[src/rtl/control_unit_fsm.sv]
// Multicycle control unit: fetches, decodes and sequences FULL_DATAPATH strobes.
// Optional build macro CU_SINGLE_STEP_EN adds a step input that gates each fetch.
module control_unit_fsm #(
  parameter int                ADDR_W   = 8,
  parameter logic [ADDR_W-1:0] PC_RESET = '0
) (
  input  logic              CLK100MHZ,
  input  logic              RST,
  input  logic              start,
  input  logic [15:0]       mb_data_out,
  input  logic              dp_zf_flag,
`ifdef CU_SINGLE_STEP_EN
  input  logic              step,
`endif
  output logic              mb_sel,
  output logic [ADDR_W-1:0] mb_pc_addr,
  output logic [ADDR_W-1:0] mb_cu_addr,
  output logic              mb_mem_read,
  output logic              mb_mem_write,
  output logic [7:0]        dp_imm,
  output logic [1:0]        dp_sel,
  output logic [3:0]        dp_write_addr,
  output logic              dp_write,
  output logic [3:0]        dp_a_addr,
  output logic              dp_a_read,
  output logic [3:0]        dp_b_addr,
  output logic              dp_b_read,
  output logic [3:0]        dp_alu_sel,
  output logic [ADDR_W-1:0] pc,
  output logic [15:0]       ir,
  output logic              halted
);

  typedef enum logic [2:0] {IDLE, FETCH, FETCH_WAIT, DECODE, EXEC, MEM_WAIT, HALT} state_t;

  localparam logic [3:0] OP_ALU_MAX = 4'h8;
  localparam logic [3:0] OP_LDI     = 4'h9;
  localparam logic [3:0] OP_LD      = 4'hA;
  localparam logic [3:0] OP_ST      = 4'hB;
  localparam logic [3:0] OP_JMP     = 4'hC;
  localparam logic [3:0] OP_JZ      = 4'hD;
  localparam logic [3:0] OP_HALT    = 4'hF;

  state_t            state, state_n;
  logic [ADDR_W-1:0] pc_n;
  logic [15:0]       ir_n;
  logic              fetch_go;

  logic [3:0]        op;
  logic [ADDR_W-1:0] imm_a;
  assign op    = ir[15:12];
  assign imm_a = ADDR_W'(ir[7:0]);

  assign mb_pc_addr = pc;

`ifdef CU_SINGLE_STEP_EN
  assign fetch_go = step;
`else
  assign fetch_go = 1'b1;
`endif

  // A FETCH cycle only advances once its read strobe has actually been issued.
  always_comb begin
    state_n = state;
    pc_n    = pc;
    ir_n    = ir;
    unique case (state)
      IDLE:       if (start) state_n = FETCH;
      FETCH:      if (mb_mem_read) state_n = FETCH_WAIT;
      FETCH_WAIT: begin
        ir_n    = mb_data_out;
        pc_n    = pc + ADDR_W'(1);
        state_n = DECODE;
      end
      DECODE:     state_n = EXEC;
      EXEC: begin
        state_n = FETCH;
        case (op)
          OP_LD:   state_n = MEM_WAIT;
          OP_JMP:  pc_n = imm_a;
          OP_JZ:   if (dp_zf_flag) pc_n = imm_a;
          OP_HALT: state_n = HALT;
          default: ;
        endcase
      end
      MEM_WAIT:   state_n = FETCH;
      HALT:       state_n = HALT;
      default:    state_n = IDLE;
    endcase
  end

  logic [3:0]        n_op, n_rd, n_ra, n_rb;
  logic [ADDR_W-1:0] n_imm;
  assign n_op  = ir_n[15:12];
  assign n_rd  = ir_n[11:8];
  assign n_ra  = ir_n[7:4];
  assign n_rb  = ir_n[3:0];
  assign n_imm = ADDR_W'(ir_n[7:0]);

  logic              nx_sel, nx_mem_read, nx_mem_write, nx_write, nx_a_read, nx_b_read, nx_halted;
  logic [ADDR_W-1:0] nx_cu_addr;
  logic [7:0]        nx_imm;
  logic [1:0]        nx_dp_sel;
  logic [3:0]        nx_write_addr, nx_a_addr, nx_b_addr, nx_alu_sel;

  // Outputs are decoded from the upcoming state so they can be registered.
  always_comb begin
    nx_sel        = 1'b0;
    nx_mem_read   = 1'b0;
    nx_mem_write  = 1'b0;
    nx_cu_addr    = '0;
    nx_imm        = '0;
    nx_dp_sel     = 2'b00;
    nx_write_addr = '0;
    nx_write      = 1'b0;
    nx_a_addr     = '0;
    nx_a_read     = 1'b0;
    nx_b_addr     = '0;
    nx_b_read     = 1'b0;
    nx_alu_sel    = '0;
    nx_halted     = 1'b0;
    case (state_n)
      FETCH:  nx_mem_read = fetch_go;
      DECODE: begin
        nx_a_read = 1'b1;
        nx_a_addr = (n_op == OP_ST) ? n_rd : n_ra;
        nx_b_read = 1'b1;
        nx_b_addr = n_rb;
      end
      EXEC: begin
        if (n_op <= OP_ALU_MAX) begin
          nx_write      = 1'b1;
          nx_write_addr = n_rd;
          nx_alu_sel    = n_op;
          nx_a_read     = 1'b1;
          nx_a_addr     = n_ra;
          nx_b_read     = 1'b1;
          nx_b_addr     = n_rb;
        end else if (n_op == OP_LDI) begin
          nx_dp_sel     = 2'b10;
          nx_imm        = ir_n[7:0];
          nx_write      = 1'b1;
          nx_write_addr = n_rd;
        end else if (n_op == OP_LD) begin
          nx_sel      = 1'b1;
          nx_cu_addr  = n_imm;
          nx_mem_read = 1'b1;
        end else if (n_op == OP_ST) begin
          nx_sel       = 1'b1;
          nx_cu_addr   = n_imm;
          nx_mem_write = 1'b1;
          nx_a_read    = 1'b1;
          nx_a_addr    = n_rd;
        end
      end
      MEM_WAIT: begin
        nx_sel        = 1'b1;
        nx_mem_read   = 1'b1;
        nx_cu_addr    = n_imm;
        nx_dp_sel     = 2'b01;
        nx_write      = 1'b1;
        nx_write_addr = n_rd;
      end
      HALT:    nx_halted = 1'b1;
      default: ;
    endcase
  end

  always_ff @(posedge CLK100MHZ) begin
    if (RST) begin
      state         <= IDLE;
      pc            <= PC_RESET;
      ir            <= '0;
      mb_sel        <= 1'b0;
      mb_mem_read   <= 1'b0;
      mb_mem_write  <= 1'b0;
      mb_cu_addr    <= '0;
      dp_imm        <= '0;
      dp_sel        <= 2'b00;
      dp_write_addr <= '0;
      dp_write      <= 1'b0;
      dp_a_addr     <= '0;
      dp_a_read     <= 1'b0;
      dp_b_addr     <= '0;
      dp_b_read     <= 1'b0;
      dp_alu_sel    <= '0;
      halted        <= 1'b0;
    end else begin
      state         <= state_n;
      pc            <= pc_n;
      ir            <= ir_n;
      mb_sel        <= nx_sel;
      mb_mem_read   <= nx_mem_read;
      mb_mem_write  <= nx_mem_write;
      mb_cu_addr    <= nx_cu_addr;
      dp_imm        <= nx_imm;
      dp_sel        <= nx_dp_sel;
      dp_write_addr <= nx_write_addr;
      dp_write      <= nx_write;
      dp_a_addr     <= nx_a_addr;
      dp_a_read     <= nx_a_read;
      dp_b_addr     <= nx_b_addr;
      dp_b_read     <= nx_b_read;
      dp_alu_sel    <= nx_alu_sel;
      halted        <= nx_halted;
    end
  end

endmodule
[config.mk]
export PLATFORM = sky130hd
export DESIGN_NAME = control_unit_fsm
export DESIGN_NICKNAME = d
export VERILOG_FILES = /design/src/rtl/control_unit_fsm.sv
export SDC_FILE = /design/constraint.sdc
export NUM_CORES = 1
export LEC_CHECK = 0
export ABC_CLOCK_PERIOD_IN_PS = 3800
export CAP_MARGIN = 25
export CORE_MARGIN = 2
export CORE_UTILIZATION = 35
export DETAILED_ROUTE_END_ITERATION = 8
export PLACE_DENSITY = 0.71
export SETUP_SLACK_MARGIN = 0.4
export SLEW_MARGIN = 15
export SYNTH_ARGS = -nofsm -noshare
export SYNTH_HDL_FRONTEND = slang
export SYNTH_SLANG_ARGS = --single-unit
[constraint.sdc]
create_clock -name CLK100MHZ -period 3.8 [get_ports CLK100MHZ]
set_input_delay 0.76 -clock CLK100MHZ [delete_from_list [all_inputs] [get_ports CLK100MHZ]]
set_output_delay 0.76 -clock CLK100MHZ [all_outputs]
set_load 0.05 [all_outputs]
# Word level (Yosys, flattened, before mapping)

Index checks and enable logic that the tools add are counted.

Add/subtract/negate cells: 1
Multipliers: 0
Divide/modulo/power cells: 0
Magnitude comparators: 1
Eq/ne operators: 20
Shift operators: 0
Mux-type cells: 46
Bitwise gates (word level): 3
Reductions and logical operators: 7

Operators with widths:

| cell                | count |
|---|---|
| $pmux 8 s2          | 3 |
| $mux 8              | 5 |
| $mux 4              | 8 |
| $eq 4x4->1 const B  | 7 |
| $pmux 4 s2          | 3 |
| $pmux 3 s7          | 1 |
| $eq 3x3->1 const B  | 6 |
| $mux 16             | 1 |
| $mux 1              | 14 |
| $pmux 1 s2          | 5 |
| $eq 3x2->1 const B  | 3 |
| $add 8x1->8 const B | 1 |
| $eq 3x1->1 const B  | 2 |
| $mux 3              | 2 |
| $pmux 3 s2          | 1 |
| $reduce_or 3->1     | 2 |
| $le 4x4->1 const B  | 1 |
| $mux 2              | 2 |
| $pmux 2 s2          | 1 |
| $reduce_or 4->1     | 1 |
| $logic_not 3->1     | 1 |
| $ne 3x2->1 const B  | 1 |
| $ne 3x3->1 const B  | 1 |
| $not 1->1           | 3 |
| other kinds (3)     | 3 |

Register bits after elaboration: 68
Latch bits: 0
Bits in writable memories: 0
Memory bits (read-only): 0
Input bits: 20
Output and inout port bits: 73
Word-level logic and storage cells: 95
Memories: 0

# Longest topological paths before layout

Gate-level depths: netlist of the first run.

Depth after elaboration: 8
Gate-level depth with buffers: 6
Gate-level depth less buffers: 5

# Worst setup path after synthesis of the first run

OpenSTA, ideal clock, no wires.

Path kind: register to register
From: reg ir[14]
To: reg pc[0], in the netlist mb_pc_addr[0]
Library setup time: 74 ps
Data arrival time: 1,908 ps
Data required time: 3,726 ps
Setup slack: 1,818 ps
Stages on the path, launching flop included: 6
Clock period less this slack: 1,982 ps
Cells stage by stage: dfxtp_1 > buf_2 > nand3_1 > o41a_1 > or3_1 > a31oi_1

Cells in the longest elaborated chain, start to end: 3
Elaborated cells on any way between the ends: 7
Classes of those cells: eq/ne: 4; mux: 2; reduce/logical: 1

Ends and longest elaborated chain:

| what                                                  | RTL line | text |
|---|---|---|
| start: declaration                                    | 30       | `output logic [15:0] ir,` |
| start signal: assignment                              | 191      | `ir <= ir_n;` |
| $eq 4x4->1                                            | 78       | `case (op)` |
| $pmux 8 s2, or another cell as far along              | 78       |  |
| $pmux 8 s2 / $reduce_and 3->1 (equally long branches) | --       |  |
| end signal: assignment                                | 190      | `pc <= pc_n;` |
| end: declaration                                      | 29       | `output logic [ADDR_W-1:0] pc,` |

Parallel ways exist; a longest one is shown, timed or not.
A chain may end at the register's enable or synchronous reset.

# Worst setup path in the final report of the first run

From: reg ir[12]
To: out ir[12]

No word-level cell between the ends.

==> run summary, run 1 <==
The run finished with clean final reports. After the first detailed-routing iteration, the DRC count stood at 94. After clock tree synthesis, the clock-pin slew on the worst setup and hold paths is 0.08 ns. Subtracting the final worst setup slack from the clock period gives 2.61 ns. The post-synthesis to final-layout area growth came out at 43.0%. Before antenna repair, the detailed router went through 4 iterations. The worst setup path is launched from a flip-flop. The critical-path maximum fanout is 13, and the relative slew slack is 33.9%. The number of flops mapped to enable cells by yosys is 0, and the maximum level of the CTS H-tree is 3. In this run the critical register-to-register path is captured at mb_pc_addr[0].

Measured in cells, the most critical reg-to-reg path has a length of 4. The tree is rooted in a clkbuf_8. Across the run, the number of max-cap violations was 0. The post-placement cell area is 3550 um2. The repair_antennas step left the layout with diodes totalling 0. In this run the standard cell core region covers 7250 um2. Of the cells placed in the final design, the portion with a size suffix greater than 1 is 6.89%. The critical path in this run is classified as reg -> out. Total number of nets in the final design: 379.

The launch instance of the worst min-delay path is ir[0]. For the initial antenna violation count, the log shows 0. Most frequently used cell type in the post-synthesis netlist: dfxtp_1. The final critical path takes up 68.6% of the cycle. For the global placement routability congestion, the log shows 0.790.

The clock passes through at most 2 buffers. The critical path's slowest cell was clkdlybuf4s50_1. The clock buffer count from CTS was 9; the final routed DRC violation total was 0.

In this run the cell area of the synthesized design comes to 2620 um2. The count of clock tree sinks came out at 68. The number of buffer and inverter instances along the worst setup path is 1, and the number of synthesized register bits is 68.

Setup repair after global routing left no endpoint under its margin. The family with the most delay on the worst path was buffers and inverters. After synthesis, the mean cell area works out to 9.53 um2. The logs give 8200 um2 for the overall die area and 51.9% for the fraction of the yosys area taken by sequential cells. The critical path required time is 3.04 ns, and the top-level port count is 93. The critical path data arrival time is 1.85 ns, and the number of port buffers is 92. The share of synthesized area in the top cell type comes to 51.9%. The post-route cell area is 3750 um2. Routed wirelength normalized by instance count: 15.0 um. The tools report the final number of hold-violating endpoints as 0. The total number of placement rows is 31.

For hold timing, the worst endpoint is mb_pc_addr[0]. Summed over all layers, the global routing overflow is 0. The number of standard cells after synthesis came out at 275. After synthesis, the netlist uses 55 different library cells. The HPWL after detailed placement is 5030 um, and the clock latency on the worst-skew pair is 0.34 ns. The ratio of routed vias to standard cells was 4.96.

The commonest cells after synthesis are dfxtp_1, nor2_1, mux2i_1, o21ai_0, nand2_1. Dividing total power by cell area gives a power density of 394 nW/um2. Kind of capture point of the worst setup path: an output port. For the post-route setup TNS, the log shows 0 ns. The logs give 17.4% for the overall global routing resource usage and 296 for the post-synthesis net count.

The largest single stage delay on the critical path is 0.89 ns. The run gives 29 as the maximum number of pins on one net before global-route repair. The critical path goes through clkdlybuf4s50_1.

The worst register-to-register path begins at state[1]. The most used flip-flop cell after synthesis was dfxtp_1. The routed layout has 2293 vias. The proportion of synthesized flip-flops having asynchronous set or reset was 0%; the max-slew violation count was 0.

The worst hold path depth is 2. Derived from the worst setup path, the maximum achievable clock frequency is 0.384 GHz. TritonCTS built the clock tree. In this run the static leakage power is 0.00141 uW. Setup violations remaining at the end of the flow were counted as 0. The measured slew at the worst slew-check pin works out to 0.992 ns. dfxtp_1 takes more of the synthesized area than any other cell. The setup check on the worst reg-to-reg path leaves a slack of 1.46 ns. The tightest min-delay check is of the reg -> reg type. Gates resized during post-CTS repair numbered 0. The routed design has 6930 um of wire. Measured along the x axis, the die boundary spans 90.5 um. The initial utilization of the core area, before any placement, comes to 36.1%. The number of global-route vias before repair is 2217, and the chip height is 90.5 um. For this run, the number of Yosys warnings is 0.

Hold repair after CTS inserted 0 buffers. The first global-routing pass estimated 11400 um of wire. Yosys attributes the largest share of cell area to dfxtp_1, nor2_1, mux2i_1.

The logs give 0.212 mV for the worst vdd rail ir drop and 0 for the buffers inserted during post-CTS setup optimization. The detail route stage leaves a number of antenna-violating nets equal to 0. For the final database, setup skew stands at 0.00485 ns.
-- through the flow --
step | instances | utilization (%) | setup WS (ns) | hold WS [ns] | power (uW)
final | 462 | 51.7 | 1.19 | 0.530 | 1480
after global routing | 462 | 51.7 | 1.09 | 0.551 | 1530
after CTS | 462 | 51.7 | 1.19 | 0.529 | 1490
after detailed placement | 446 | 48.9 | 1.39 | 0.524 | 895
after global placement | 446 | 48.9 | 1.44 | 0.517 | 893
after floorplan | 275 | - | 1.82 | 0.623 | 842
-- kinds of logic after synthesis --
kind of cell               Yosys count  share of synthesized area, %
muxes                               18                          6.97
buffers and inverters               29                          5.87
AOI/OAI and AO/OA                   51                          13.7
and+or+nand+nor                    106                          20.3
DFF                                 68                          51.9
adders and majority gates            1                         0.477
xor gates and xnor gates             2                         0.668
-- report_power, final --
group | switching [uW] | internal [uW]
clock | 292 | 306
combinational | 81.2 | 58.6
sequential | 16.9 | 722
-- cell type report --
| type | count | area, um2 |
|---|---|---|
| Fill cell | 695 | 3500 |
| Sequential cell | 68 | 1360 |
| Multi-Input combinational cell | 178 | 1110 |
| Timing Repair Buffer | 93 | 928 |
| Clock buffer | 9 | 124 |
| Tap cell | 99 | 124 |
| Clock inverter | 7 | 75.1 |
| Inverter | 8 | 30.0 |
-- how the worst max path moves through the flow --
| stage | startpoint | endpoint | slack [ns] | cells after the start |
|---|---|---|---|---|
| after floorplan | ir[14] | mb_pc_addr[0] | 1.82 | 5 |
| final | ir[12] | ir[12] | 1.19 | 1 |
| after detailed placement | dp_zf_flag | mb_pc_addr[0] | 1.39 | 5 |
| after global routing | ir[12] | ir[12] | 1.09 | 1 |
| after global placement | dp_zf_flag | mb_pc_addr[0] | 1.44 | 5 |
| after CTS | ir[13] | ir[13] | 1.19 | 1 |
-- cell usage in the layout, fill, tap and decap left out, drive strengths merged, types with 8 or more instances in the layout --
cell type / count
clkdlybuf4s50: 92
clkbuf: 9
nand3: 8
nor2: 49
a21oi: 9
inv: 10
nor3: 8
mux2i: 16
o21ai: 15
dfxtp: 68
nand2: 10
-- sequential cells by signal (all words and copies together) (netlist names), 4 cells and up --
signal / cells
mb_pc_addr: 8
dp_write_addr: 4
ir: 16
dp_a_addr: 4
dp_imm: 8
dp_b_addr: 4
mb_cu_addr: 8
dp_alu_sel: 4
-- routing by layer --
metal,wire length (um),GRT usage (%),vias to the layer above
met5,0,0,-
met4,206,7.44,0
met3,331,4.67,19
met2,3200,27.5,77
met1,3190,22.4,1080
li1,-,-,1117
Power figures use the tool's default switching activity.
==> run 2: changes to the inputs <==
- ABC_CLOCK_PERIOD_IN_PS: 3800 -> 2100
- PLACE_DENSITY: 0.71 -> 0.73
- clock period: 3.8 -> 2.1 ns (I/O delays scaled with it)
==> run summary, run 2 (synthesis results as in run 1) <==
For the buffer depth of the longest clock path, the log shows 2 (unchanged). The tools report the clock buffer count from CTS as 9 (unchanged). Commonest cells after routing, fill and taps aside: dfxtp_1, nor2_1, dlygate4sd2_1 (was clkdlybuf4s50_1, dfxtp_1, nor2_1). The tools report the maximum level of the CTS H-tree as 3 (unchanged). Total number of placement rows: 31 (unchanged).

The standby leakage power is 0.00173 uW (was 0.00141 uW). The startpoint class of the critical path is a flip-flop (unchanged). The category of the most critical setup path was reg -> out (unchanged). Post-route setup TNS: 0 ns (unchanged).

The number of detailed-routing iterations run before antenna repair came out at 4 (unchanged). For the global placement routability congestion, the log shows 0.753 (was 0.790). The starting utilization of the core area is 36.1% (unchanged), and the clock latency on the worst-skew pair is 0.34 ns (about the same).

The number of routed nets with antenna violations was 0 (unchanged). The root buffer cell is clkbuf_8 (unchanged). The pre-CTS worst setup slack was 0.135 ns (was 1.39 ns).

Type of the most critical hold path: reg -> reg (unchanged). Global routing usage on met3: 5.51% (was 4.67%). The run gives 20 (was 29) as the maximum number of pins on one net before global-route repair.

The count of clock tree sinks came out at 68 (unchanged). The highest-utilization routing layer at the global route stage is met2 (unchanged). The total design power is 2710 uW (was 1480 uW), and the critical path data arrival time is 1.24 ns (was 1.85 ns). The minimum clock period after layout was 1.66 ns; the max-slew violation count was 0 (unchanged). The routed wirelength normalized by instance count came out at 14.8 um (was 15.0 um).

The run gives 0 (unchanged) as the total inserted antenna cells. Ordered cell list for the critical path: clkdlybuf4s15_1 (was clkdlybuf4s50_1). Reported max-cap violation count: 0 (unchanged).

The logs give 0.48 ns (was 1.46 ns) for the register-to-register path setup slack and 0 (unchanged) for the leftover overflow at the end of global routing. Post-synthesis to final-layout area growth: 45.0% (was 43.0%). Chip height: 90.5 um (unchanged).

TritonCTS built the clock tree. The critical-path maximum fanout is 4 (was 13), and the maximum clock skew at final layout is 0.0104 ns (was 0.00485 ns). The most common cell after layout, fill and taps aside is dfxtp_1 (was clkdlybuf4s50_1).

The family with the most delay on the worst path is buffers and inverters (unchanged). For this run, the top clock speed supported by timing is 0.602 GHz. Setup repair after global routing could not meet its margin everywhere. Total number of nets in the final design: 393 (was 379). The critical path's slowest cell was clkdlybuf4s15_1 (was clkdlybuf4s50_1).

The run gives 93 (unchanged) as the top-level port count. The run finished with clean final reports. Number of global-route vias before repair: 2291 (was 2217). The quantity of hold-fixing buffers added after cts was 0 (unchanged). The floorplan die width is 90.5 um (unchanged). For the global-route track usage on met1, the log shows 22.6% (was 22.4%).

Kind of capture point of the worst setup path: an output port (unchanged). The final number of hold-violating endpoints was 0 (unchanged); the fill cell instance count of the final layout was 678 (was 695). The measured slew at the worst slew-check pin came out at 0.531 ns (was 0.992 ns). The CTS clock-pin slew for the worst setup and hold paths is 0.08 ns (about the same). For the met2 capacity usage during global routing, the log shows 27.5% (unchanged). For the initial antenna violation count, the log shows 0 (unchanged).

The fraction of layout cells with a size suffix above 1 works out to 18.6% (was 6.89%). The worst setup margin was 0.438 ns (was 1.19 ns). The relative slew slack came out at 64.7% (was 33.9%). The number of DRC markers after the initial detailed-route iteration was 120 (was 94); the flip-flop count of the largest register, all copies and words added was 16 (unchanged). The number of vias after detailed routing came out at 2324 (was 2293).

Delay of the slowest cell on the worst path: 0.52 ns (was 0.89 ns). For the core footprint, the log shows 7250 um2 (unchanged). The number of buffer and inverter instances along the worst setup path came out at 1 (unchanged).

The final critical path takes up 79.1% of the cycle. The ratio of routed vias to standard cells was 4.88 (was 4.96); the final routed DRC violation total was 0 (unchanged). The tools report the critical path required time as 1.68 ns (was 3.04 ns). For the overall routed net length, the log shows 7070 um (was 6930 um). The tools report the HPWL after detailed placement as 5170 um (was 5030 um). The tools report the worst vdd rail ir drop as 0.405 mV (was 0.212 mV). The number of port buffers is 92 (unchanged).

The final setup violation count is 0 (unchanged), and the overall die area is 8200 um2 (unchanged). Buffers inserted during post-CTS setup optimization: 0 (unchanged). The register with the most flip-flops is ir (unchanged).

The tools report the wire length of the first global-routing pass as 11400 um (about the same). The overall global routing resource usage came out at 17.6% (was 17.4%). The power per standard cell area was 714 nW/um2 (was 394 nW/um2).
-- run 2: path summary, 6_finish.rpt --
check / start / end / cells after the start
max: mb_pc_addr[7] / mb_pc_addr[7] / 1
min: ir[0] / mb_pc_addr[0] / 2
max reg2reg: state[1] / mb_pc_addr[6] / 6
min reg2reg: ir[0] / mb_pc_addr[0] / 2
-- run 2: repair_timing --
action,CTS,global route
setup endpoints to repair,91,24
hold endpoints to repair,0,0
pin swaps,1,2
gates resized for setup,107,20
-- run 2: power by group --
group | total (uW) | switching [uW] | leakage, uW | internal [uW]
registers | 1330 | 21.3 | 0.000551 | 1310
clock network | 1110 | 498 | 0.000106 | 616
logic | 272 | 161 | 0.00108 | 111
total | 2710 | 681 | 0.00173 | 2030
-- run 2: stage by stage --
stage | instances | util (%) | hold WS, ns | instance area (um2)
2_1_floorplan | 275 | - | 0.550 | 2640
3_3_place_gp | 460 | 50.5 | 0.510 | 3660
3_5_place_dp | 460 | 50.5 | 0.520 | 3660
4_1_cts | 476 | 52.8 | 0.529 | 3830
5_1_grt | 476 | 52.4 | 0.550 | 3800
6_report | 476 | 52.4 | 0.525 | 3800
-- run 2: routing by layer --
metal,share of wire (%),vias up
li1,-,1144
met3,7.3,11
met5,0,-
met4,1.7,0
met2,47,74
met1,44,1095
-- run 2: area by class of cell --
cell class | count | area (um2) | share of cell area (%)
clock inverters | 5 | 57.6 | 1.51
multi-input cells | 178 | 1120 | 29.5
well taps | 99 | 124 | 3.26
inverters | 8 | 30.0 | 0.790
clock buffers | 11 | 151 | 3.98
repair buffers | 107 | 946 | 24.9
flip-flops and latches | 68 | 1370 | 36.1
-- run 2: worst register-to-register path: stages, from the launching register on --
cell and delay, ns:
dfxtp_1 0.31, buf_4 0.17, or2_4 0.26, o41a_1 0.36, buf_4 0.17, o21ai_1 0.16
a21oi_1 0.08
